--- config.mk ---
export PLATFORM = sky130hd
export DESIGN_NAME = svreal_mul_sched_flat
export DESIGN_NICKNAME = d
export VERILOG_FILES = /design/src/rtl/svreal_mul_sched_if.sv /design/src/rtl/svreal_mul_sched.sv /design/src/flat_wrapper.sv
export SDC_FILE = /design/constraint.sdc
export NUM_CORES = 1
export LEC_CHECK = 0
export ABC_AREA = 1
export BUFFER_PORTS_ARGS = -buffer_cell sky130_fd_sc_hd__buf_2
export CAP_MARGIN = 20
export CORE_ASPECT_RATIO = 0.75
export CORE_MARGIN = 5
export CORE_UTILIZATION = 45
export DETAILED_ROUTE_END_ITERATION = 12
export GPL_TIMING_DRIVEN = 0
export PLACE_DENSITY = 0.66
export SYNTH_ARGS = -nofsm -noshare
export SYNTH_HDL_FRONTEND = slang
export SYNTH_SLANG_ARGS = --single-unit
--- constraint.sdc ---
create_clock -name clk -period 10.8 [get_ports clk]
set_clock_uncertainty 0.1 [all_clocks]
set_input_delay 1.62 -clock clk [delete_from_list [all_inputs] [get_ports clk]]
set_output_delay 1.62 -clock clk [all_outputs]
set_load 0.005 [all_outputs]
--- src/rtl/svreal_mul_sched_if.sv ---
// Bundle of the requester-side and result-side handshakes of svreal_mul_sched.
// valid/ready: a transfer happens on a rising edge where valid && ready; payload is held while valid && !ready.
interface svreal_mul_sched_if #(
  parameter int N_REQ     = 4,
  parameter int WIDTH     = 16,
  parameter int OUT_WIDTH = 16,
  parameter int ID_W      = (N_REQ > 2) ? $clog2(N_REQ) : 1
);
  logic [N_REQ-1:0]       req_valid;
  logic [N_REQ-1:0]       req_ready;
  logic [N_REQ*WIDTH-1:0] req_a;
  logic [N_REQ*WIDTH-1:0] req_b;
  logic                   out_valid;
  logic                   out_ready;
  logic [OUT_WIDTH-1:0]   out_data;
  logic [ID_W-1:0]        out_id;

  modport master (
    output req_valid, req_a, req_b, out_ready,
    input  req_ready, out_valid, out_data, out_id
  );

  modport slave (
    input  req_valid, req_a, req_b, out_ready,
    output req_ready, out_valid, out_data, out_id
  );
endinterface

--- src/rtl/svreal_mul_sched.sv ---
// Round-robin scheduler sharing one pipelined signed fixed-point multiplier among N_REQ requesters;
// products are re-aligned to EXP_OUT with svreal shift/truncate semantics and tagged with the requester index.
module svreal_mul_sched #(
  parameter int N_REQ     = 4,
  parameter int WIDTH     = 16,
  parameter int EXP_A     = -12,
  parameter int EXP_B     = -12,
  parameter int OUT_WIDTH = 16,
  parameter int EXP_OUT   = -12,
  parameter int LATENCY   = 2
) (
  input  logic                  clk,
  input  logic                  rst_n,
  svreal_mul_sched_if.slave     bus,
  output logic                  busy
);

  localparam int ID_W = (N_REQ > 2) ? $clog2(N_REQ) : 1;
  localparam int PW   = 2 * WIDTH;
  localparam int SH   = EXP_A + EXP_B - EXP_OUT;
  localparam int LSH  = (SH > 0) ? SH : 0;
  localparam int RSH  = (SH < 0) ? -SH : 0;
  localparam int AW   = (PW + LSH > OUT_WIDTH) ? PW + LSH : OUT_WIDTH;

  logic                     out_valid_q;
  logic [OUT_WIDTH-1:0]     out_data_q;
  logic [ID_W-1:0]          out_id_q;
  logic [ID_W-1:0]          ptr;
  logic                     advance;
  logic                     grant_found;
  logic [ID_W-1:0]          grant_idx;
  logic                     hs;
  logic signed [WIDTH-1:0]  a_sel;
  logic signed [WIDTH-1:0]  b_sel;
  logic signed [PW-1:0]     prod_now;

  // Arithmetic shifts give floor rounding on the right and wrap on the left; truncation keeps the low bits.
  function automatic logic [OUT_WIDTH-1:0] align(input logic signed [PW-1:0] p);
    logic signed [AW-1:0] ext;
    ext = AW'(p);
    if (SH >= 0) align = OUT_WIDTH'(ext <<< LSH);
    else         align = OUT_WIDTH'(ext >>> RSH);
  endfunction

  assign advance = !out_valid_q || bus.out_ready;

  // Search upward from the slot after the last grant so every requester waits at most N_REQ-1 grants.
  always_comb begin
    int j;
    j           = 0;
    grant_found = 1'b0;
    grant_idx   = '0;
    for (int i = 1; i <= N_REQ; i++) begin
      j = (int'(ptr) + i) % N_REQ;
      if (!grant_found && bus.req_valid[ID_W'(j)]) begin
        grant_found = 1'b1;
        grant_idx   = ID_W'(j);
      end
    end
  end

  assign hs = grant_found && advance;

  always_comb begin
    bus.req_ready = '0;
    if (hs) bus.req_ready[grant_idx] = 1'b1;
  end

  assign a_sel    = bus.req_a[grant_idx*WIDTH +: WIDTH];
  assign b_sel    = bus.req_b[grant_idx*WIDTH +: WIDTH];
  assign prod_now = PW'(a_sel) * PW'(b_sel);

  always_ff @(posedge clk or negedge rst_n) begin
    if (!rst_n)  ptr <= ID_W'(N_REQ - 1);
    else if (hs) ptr <= grant_idx;
  end

  generate
    if (LATENCY == 1) begin : g_single
      always_ff @(posedge clk or negedge rst_n) begin
        if (!rst_n) begin
          out_valid_q <= 1'b0;
          out_data_q  <= '0;
          out_id_q    <= '0;
        end else if (advance) begin
          out_valid_q <= hs;
          out_data_q  <= align(prod_now);
          out_id_q    <= grant_idx;
        end
      end
      assign busy = out_valid_q;
    end else begin : g_multi
      // Stages 0..LATENCY-2 carry the full-width product; alignment happens on entry to the output register.
      logic [LATENCY-2:0]   sv;
      logic signed [PW-1:0] sp  [LATENCY-1];
      logic [ID_W-1:0]      sid [LATENCY-1];

      always_ff @(posedge clk or negedge rst_n) begin
        if (!rst_n) begin
          sv          <= '0;
          out_valid_q <= 1'b0;
          out_data_q  <= '0;
          out_id_q    <= '0;
          for (int i = 0; i < LATENCY - 1; i++) begin
            sp[i]  <= '0;
            sid[i] <= '0;
          end
        end else if (advance) begin
          sv[0]  <= hs;
          sp[0]  <= prod_now;
          sid[0] <= grant_idx;
          for (int i = 1; i < LATENCY - 1; i++) begin
            sv[i]  <= sv[i-1];
            sp[i]  <= sp[i-1];
            sid[i] <= sid[i-1];
          end
          out_valid_q <= sv[LATENCY-2];
          out_data_q  <= align(sp[LATENCY-2]);
          out_id_q    <= sid[LATENCY-2];
        end
      end
      assign busy = out_valid_q || (|sv);
    end
  endgenerate

  assign bus.out_valid = out_valid_q;
  assign bus.out_data  = out_data_q;
  assign bus.out_id    = out_id_q;

endmodule
--- src/flat_wrapper.sv ---
// flat-port wrapper written by rule: the top's interface ports become plain ports
module svreal_mul_sched_flat 
#(
  parameter int N_REQ     = 4,
  parameter int WIDTH     = 16,
  parameter int EXP_A     = -12,
  parameter int EXP_B     = -12,
  parameter int OUT_WIDTH = 16,
  parameter int EXP_OUT   = -12,
  parameter int LATENCY   = 2
)
  (clk, rst_n, busy, bus_req_valid, bus_req_a, bus_req_b, bus_out_ready, bus_req_ready, bus_out_valid, bus_out_data, bus_out_id);
  svreal_mul_sched_if #(.N_REQ(N_REQ), .WIDTH(WIDTH), .OUT_WIDTH(OUT_WIDTH)) bus_i ();
  input  logic clk;
  input  logic rst_n;
  output logic busy;
  input wire logic [$bits(bus_i.req_valid)-1:0] bus_req_valid;
  input wire logic [$bits(bus_i.req_a)-1:0] bus_req_a;
  input wire logic [$bits(bus_i.req_b)-1:0] bus_req_b;
  input wire logic [$bits(bus_i.out_ready)-1:0] bus_out_ready;
  output wire logic [$bits(bus_i.req_ready)-1:0] bus_req_ready;
  output wire logic [$bits(bus_i.out_valid)-1:0] bus_out_valid;
  output wire logic [$bits(bus_i.out_data)-1:0] bus_out_data;
  output wire logic [$bits(bus_i.out_id)-1:0] bus_out_id;
  assign bus_i.req_valid = bus_req_valid;
  assign bus_i.req_a = bus_req_a;
  assign bus_i.req_b = bus_req_b;
  assign bus_i.out_ready = bus_out_ready;
  assign bus_req_ready = bus_i.req_ready;
  assign bus_out_valid = bus_i.out_valid;
  assign bus_out_data = bus_i.out_data;
  assign bus_out_id = bus_i.out_id;
  svreal_mul_sched #(.N_REQ(N_REQ), .WIDTH(WIDTH), .EXP_A(EXP_A), .EXP_B(EXP_B), .OUT_WIDTH(OUT_WIDTH), .EXP_OUT(EXP_OUT), .LATENCY(LATENCY)) u_core (.clk(clk), .rst_n(rst_n), .bus(bus_i), .busy(busy));
endmodule
==> results by group, run 1 <==
Worst setup path
  – Endpoint arrival time on the critical path: roughly 9900 ps
  – Critical register-to-register path startpoint: u_core.ptr[0]
  – Most used cell, CP: sky130_fd_sc_hd__nand2_1
  – Worst Path Required: 10,880 ps
  – Worst r2r path cells: 38
  – Crit Path Category: primary input to flop
  – Reg-to-reg critical path endpoint: u_core.g_multi.sp[27]
  – Slowest Stage Delay on Critical Path: 810 ps
  – Worst-case register-to-register setup slack: 1690 ps
  – Worst Setup Start Kind: primary input
  – Slowest stage cell, crit path: sky130_fd_sc_hd__fa_1
  – Biggest fanout along the worst timing path: 9
  – Setup crit end kind: flop

Hold path
  – Startpoint of the lowest-slack hold path: u_core.g_multi.sv
  – Worst Hold Depth: 2
  – Worst min-delay path class: flop to flop
  – Sink of the worst hold path: u_core.bus.out_valid

STA
  – Hold Vio Cnt, Final: 0
  – Post-layout min period: 9825 ps
  – Measured slew at the worst slew-check pin: between 900 and 1000 ps
  – Number of pins exceeding their max-slew limit in the final report: 0
  – Total Negative Setup Slacks: 0 ps
  – Final setup violation count: 0
  – Setup repair after global routing missed its margin: false
  – Maximum clock rate: 0.1018 GHz
  – Worst max-slew margin expressed relative to the limit: 0.3790
  – Fraction of the cycle the final worst path needs: 0.9098

GRT
  – Pin count of the biggest net entering global routing: 41
  – Grt total ovfl: 0
  – First-pass GRT wire length: slightly below 60 mm
  – Antenna violations before repair: 1
  – Vias in the first global route: 11.26k
  – Overall routing resource usage: 0.2473

Route
  – Vias per cell: 5.103
  – Average wire per standard cell: 16.84 microns
  – Number of design-rule violations left by the first detailed-router iteration: 845
  – Post-Route WL: 36.28 mm
  – Detailed Routing Iterations Pass 1: 5
  – Drt drc: 0
  – Vias: ~11k
  – Post-detailed-route count of antenna-violating nets: 0

Flow run
  – Max Cap Violations: 0

Yosys
  – Main synth FF type: sky130_fd_sc_hd__dfrtp_1
  – Library cells used by synthesis: 43
  – Syn Area/Cell: 7.341 sq um
  – Warning count from the yosys run: 0
  – Syn Nets: around 2.1k
  – Async set-reset flop share out of synthesis: 1.000
  – Leading cell types by total area after synthesis: sky130_fd_sc_hd__fa_1 38%, sky130_fd_sc_hd__nand2_1 12%, sky130_fd_sc_hd__inv_1 12%
  – Most frequent cells after synthesis: 399 x sky130_fd_sc_hd__nand2_1, 374 x sky130_fd_sc_hd__inv_1, 228 x sky130_fd_sc_hd__fa_1
  – Leading area contributor after synthesis: sky130_fd_sc_hd__fa_1
  – Seq/Total Area, Yosys: 0.08314
  – Count of flip-flops with a built-in enable after synthesis: 0
  – Total standard cell area after synthesis: 12,070 sq um
  – Most common cell in the netlist: sky130_fd_sc_hd__nand2_1
  – Gate count of the mapped netlist: 1,644
  – Share of the synthesized area in the top cell type: 0.3782
  – Post-synthesis sequential element count: 40

Final layout
  – Area of the multi-input gates: 9343 sq um
  – Syn-to-layout area delta: 11.54%
  – Filler instances: 2,686
  – Share of layout cells above drive strength 1: 0.1298
  – Reg area: 1003 sq um
  – ANT cells: 0
  – Number of nets in the finished design: between 2k and 2.5k

CTS
  – TritonCTS buffer count: 5
  – Number of resized instances in the post-cts repair step: 0
  – Number of buffers inserted by post-CTS setup repair: 0
  – CTS Hold Bufs: 0
  – Number of buffers on the longest clock path: 2
  – H-tree depth reported by CTS: 2
  – CTS tree: done
  – Clock edge transition at the registers on the reported setup and hold paths: 70 ps
  – Clock sinks: 40
  – Clock insertion delay at the later pin of the skew report: 290 ps
  – CTS Root Cell: sky130_fd_sc_hd__clkbuf_16

Placed design
  – Port Buf Inserts: between 150 and 200
  – Final HPWL DP: 31.30 mm
  – Routability congestion estimate from global placement: a little over 0.9

Floorplanning
  – Io pins: 159
  – Vertical die dimension: between 150 and 200 microns
  – Rows: ~50
  – Placeable Area: 26,160 sq um
  – Area of the die: ~30,000 sq um
  – Die width: 199.1 microns
  – Effective utilization at floorplan: 0.4613

Outcome
  – Result of the run: completed
sequential cells by signal, indices dropped and copies added, names as in the netlist:
name,cells
u_core.g_multi.sv,1
u_core.ptr,2
u_core.g_multi.sid,2
u_core.bus.out_id,2
u_core.bus.out_valid,1
u_core.g_multi.sp,16
u_core.bus.out_data,16
metrics by stage:
stage	hold WS [ps]	cells	util	instance area, sq um	setup WS [ps]
2_1_floorplan	331.4	1644	-	12070	2383
3_3_place_gp	356.6	2146	0.5080	13290	464.0
3_5_place_dp	361.0	2146	0.5080	13290	516.5
4_1_cts	375.1	2154	0.5145	13460	753.6
5_1_grt	391.7	2154	0.5145	13460	343.1
6_report	373.6	2154	0.5145	13460	974.5
layer usage:
metal / global-route usage / vias up / wire, microns
li1: - / 5193 / -
met1: 0.3710 / 5319 / 16300
met2: 0.3682 / 437 / 15580
met3: 0.05902 / 41 / 3575
met4: 0.04688 / 2 / 725
met5: 0 / - / 93
placed cells by master (no fill, tap or decap), types with 2 or more instances in the layout:
cell type                   instances
sky130_fd_sc_hd__nand4_1            7
sky130_fd_sc_hd__o22ai_1           16
sky130_fd_sc_hd__clkbuf_16          5
sky130_fd_sc_hd__a31oi_1            6
sky130_fd_sc_hd__dfrtp_1           38
sky130_fd_sc_hd__clkbuf_1          21
sky130_fd_sc_hd__xor2_1             7
sky130_fd_sc_hd__nor2_2             8
sky130_fd_sc_hd__and2_1             3
sky130_fd_sc_hd__xnor2_1            8
sky130_fd_sc_hd__fa_1             228
sky130_fd_sc_hd__o21ai_0           31
sky130_fd_sc_hd__dfstp_2            2
sky130_fd_sc_hd__buf_6              4
sky130_fd_sc_hd__nand3_4            2
sky130_fd_sc_hd__nand3b_1          11
sky130_fd_sc_hd__o21a_1            17
sky130_fd_sc_hd__inv_6              2
sky130_fd_sc_hd__nand2_2           13
sky130_fd_sc_hd__a2111oi_0          2
sky130_fd_sc_hd__buf_4              4
sky130_fd_sc_hd__nor2_4             3
sky130_fd_sc_hd__nor2_1           210
sky130_fd_sc_hd__a22oi_1            6
sky130_fd_sc_hd__o21ai_1            4
sky130_fd_sc_hd__nor3_1             9
sky130_fd_sc_hd__buf_2            175
sky130_fd_sc_hd__inv_1            374
sky130_fd_sc_hd__nand3_1           62
sky130_fd_sc_hd__inv_2             10
sky130_fd_sc_hd__ha_1              74
sky130_fd_sc_hd__nand2_1          399
sky130_fd_sc_hd__a21oi_1           32
sky130_fd_sc_hd__clkinv_1           5
worst max-delay path by stage:
| stage | from | to | slack [ps] |
|---|---|---|---|
| floorplan | bus_req_valid[2] | u_core.g_multi.sp[27] | 2380 |
| detailed placement | bus_req_valid[0] | u_core.g_multi.sp[27] | 520 |
| global placement | bus_req_valid[0] | u_core.g_multi.sp[27] | 460 |
| finish | bus_req_valid[0] | u_core.g_multi.sp[27] | 970 |
| CTS | bus_req_valid[0] | u_core.g_multi.sp[27] | 750 |
| global route | bus_req_valid[0] | u_core.g_multi.sp[27] | 340 |
layout make-up:
class | instances | area share
inverters | 390 | 0.1091
multi-input cells | 1167 | 0.6940
repair buffers | 158 | 0.05874
clock buffers | 5 | 0.009295
plain buffers | 47 | 0.01887
well taps | 344 | 0.03197
flip-flops and latches | 40 | 0.07454
clock inverters | 3 | 0.003439
cell families after synthesis:
family | after synthesis | share of synthesized area
flops | 40 | 0.08314
compound gates | 118 | 0.05764
fa+ha+maj | 302 | 0.4549
buf+inv | 437 | 0.1428
xor+xnor | 15 | 0.01089
simple gates | 732 | 0.2507
critical path, delay by kind of cell:
kind,cells,cell delay [ps]
AND/OR/NAND/NOR,17,2250
buffers and inverters,8,930
AO/OA/AOI/OAI,5,1410
adder cells (fa/ha/maj),7,3680
Power of run 1 is left out: the tool's default activity adds up to more than one toggle a clock period on the data nets, which glitch-free logic cannot reach.
==> run 2, diff against run 1 <==
CAP_MARGIN = unset   (was 20)
RECOVER_POWER = 50   (was unset)
==> run 2 against run 1 <==
Clock-buffer cell count unchanged; design area about the same; the run now ends with capacitance limit, slew limit left; critical path type unchanged; cell count did not move; first-iteration DRC count down 3.3%; sequential share of layout area about the same; critical endpoint unchanged; die area unchanged; fmax grew 0.43%; global-route usage unchanged; via count fell by 0.15%; utilization hardly changed.
==> results by group, run 2 (synthesized netlist as in run 1, its figures left out) <==
Route
  – Vias: 10.98k (-0.15%)
  – Vias per cell: 5.096 (-0.15%)
  – Number of design-rule violations left by the first detailed-router iteration: 817 (-3.3%)
  – Average wire per standard cell: 16.85 microns (about the same)
  – Detailed Routing Iterations Pass 1: 6 (+1)
  – Post-Route WL: 36.31 mm (about the same)
  – Drt drc: 0 (unchanged)
  – Post-detailed-route count of antenna-violating nets: 0 (unchanged)

Placed design
  – Final HPWL DP: 31.30 mm (unchanged)
  – Port Buf Inserts: 158 (unchanged)
  – Routability congestion estimate from global placement: 0.9252 (unchanged)
  – Total cell area at the placement stage: 13,290 sq um (unchanged)

Floorplanning
  – Placeable Area: 26,160 sq um (unchanged)
  – Area of the die: 30,230 sq um (unchanged)
  – Io pins: 159 (unchanged)
  – Vertical die dimension: 151.8 microns (unchanged)
  – Effective utilization at floorplan: 0.4613 (unchanged)
  – Die width: 199.1 microns (unchanged)
  – Rows: 51 (unchanged)

STA
  – Total Negative Setup Slacks: 0 ps (unchanged)
  – Number of pins exceeding their max-slew limit in the final report: 41 (+41)
  – Fraction of the cycle the final worst path needs: 0.9059 (-0.003885)
  – Setup repair after global routing missed its margin: false
  – Final setup violation count: 0 (unchanged)
  – Hold Vio Cnt, Final: 0 (unchanged)
  – Minimum hold slack: 372.5 ps (-1.102 ps)
  – Measured slew at the worst slew-check pin: 2239 ps (+1307 ps)
  – Post-layout min period: 9784 ps (-41.95 ps)
  – Worst max-slew margin expressed relative to the limit: -0.4924 (-0.8714)
  – Maximum clock rate: 0.1022 GHz (+0.43%)

Hold path
  – Worst Hold Depth: 2 (unchanged)
  – Worst min-delay path class: flop to flop

GRT
  – Vias in the first global route: 11.26k (unchanged)
  – First-pass GRT wire length: 59.60 mm (unchanged)
  – Overall routing resource usage: 0.2473 (unchanged)
  – Antenna violations before repair: 1 (unchanged)
  – Pin count of the biggest net entering global routing: 41 (unchanged)
  – Grt total ovfl: 0 (unchanged)

Worst setup path
  – Worst Path Required: 10,880 ps (about the same)
  – Endpoint arrival time on the critical path: 9860 ps (-40 ps)
  – Worst Setup Start Kind: primary input
  – Biggest fanout along the worst timing path: 9 (unchanged)
  – Slowest stage cell, crit path: sky130_fd_sc_hd__fa_1
  – Crit Path Category: primary input to flop
  – Slowest Stage Delay on Critical Path: 810 ps (about the same)
  – Worst r2r path cells: 38 (unchanged)
  – Most used cell, CP: sky130_fd_sc_hd__nand2_1
  – Setup crit end kind: flop
  – Worst-case register-to-register setup slack: 1730 ps (+40 ps)

CTS
  – Clock edge transition at the registers on the reported setup and hold paths: 70 ps (about the same)
  – Clock insertion delay at the later pin of the skew report: 290 ps (about the same)
  – CTS Root Cell: sky130_fd_sc_hd__clkbuf_16
  – Number of resized instances in the post-cts repair step: 0 (unchanged)
  – H-tree depth reported by CTS: 2 (unchanged)
  – Number of buffers inserted by post-CTS setup repair: 0 (unchanged)
  – CTS tree: done
  – Clock sinks: 40 (unchanged)
  – Number of buffers on the longest clock path: 2 (unchanged)
  – CTS Hold Bufs: 0 (unchanged)
  – TritonCTS buffer count: 5 (unchanged)

Final layout
  – Syn-to-layout area delta: 11.45% (about the same)
  – Cell area after layout: 13,450 sq um (about the same)
  – ANT cells: 0 (unchanged)
  – Top library cells by usage in the layout, fill and taps aside: 399 x sky130_fd_sc_hd__nand2_1, 374 x sky130_fd_sc_hd__inv_1, 228 x sky130_fd_sc_hd__fa_1
  – Number of nets in the finished design: 2,246 (unchanged)
  – Most common cell after layout, fill and taps aside: sky130_fd_sc_hd__nand2_1
  – Share of layout cells above drive strength 1: 0.1249 (-0.004972)

Flow run
  – Max Cap Violations: 1 (+1)

Outcome
  – Violations in the final reports: capacitance limit, slew limit
  – Result of the run: finished with violations
==> run 2: cell count changes in the layout (fill, tap and decap cells not counted), sizes merged <==
cell    change
buf         -9
clkbuf      +9
==> run 2: cell type report <==
cell class              instances  area [sq um]
fillers                      2691         12710
multi-input cells            1167          9343
inverters                     390          1469
flip-flops and latches         40          1003
repair buffers                158         779.5
well taps                     344         430.4
plain buffers                  47         254.0
clock buffers                   5         125.1
clock inverters                 3         46.29
==> run 2: critical path: cells and delay by family <==
family	cells	cell delay (ps)
fa+ha+maj	7	3690
simple gates	17	2260
compound gates	5	1370
buf+inv	8	930
==> run 2: per-stage QoR <==
stage | util | worst slack (ps) | instances
floorplan | - | 2383 | 1644
global placement | 0.5080 | 464.0 | 2146
detailed placement | 0.5080 | 516.5 | 2146
CTS | 0.5145 | 753.6 | 2154
global route | 0.5141 | 343.1 | 2154
finish | 0.5141 | 1016 | 2154
==> run 2: path summary, 6_finish.rpt <==
path | end | start
worst max-delay path | u_core.g_multi.sp[27] | bus_req_valid[0]
worst min-delay path | u_core.bus.out_valid | u_core.g_multi.sv
worst max register to register | u_core.g_multi.sp[27] | u_core.ptr[0]
worst min register to register | u_core.bus.out_valid | u_core.g_multi.sv
max in group asynchronous | u_core.g_multi.sp[26] | rst_n
min in group asynchronous | u_core.bus.out_data[3] | rst_n
==> run 2: routing by layer <==
layer  part of all wire  vias up  global-route usage
li1                   -     5193                   -
met1               0.45     5324              0.3710
met2               0.43      416              0.3682
met3              0.098       41             0.05902
met4              0.019        2             0.04688
met5            0.00022        -                   0
Power of run 2 is left out for the same reason.
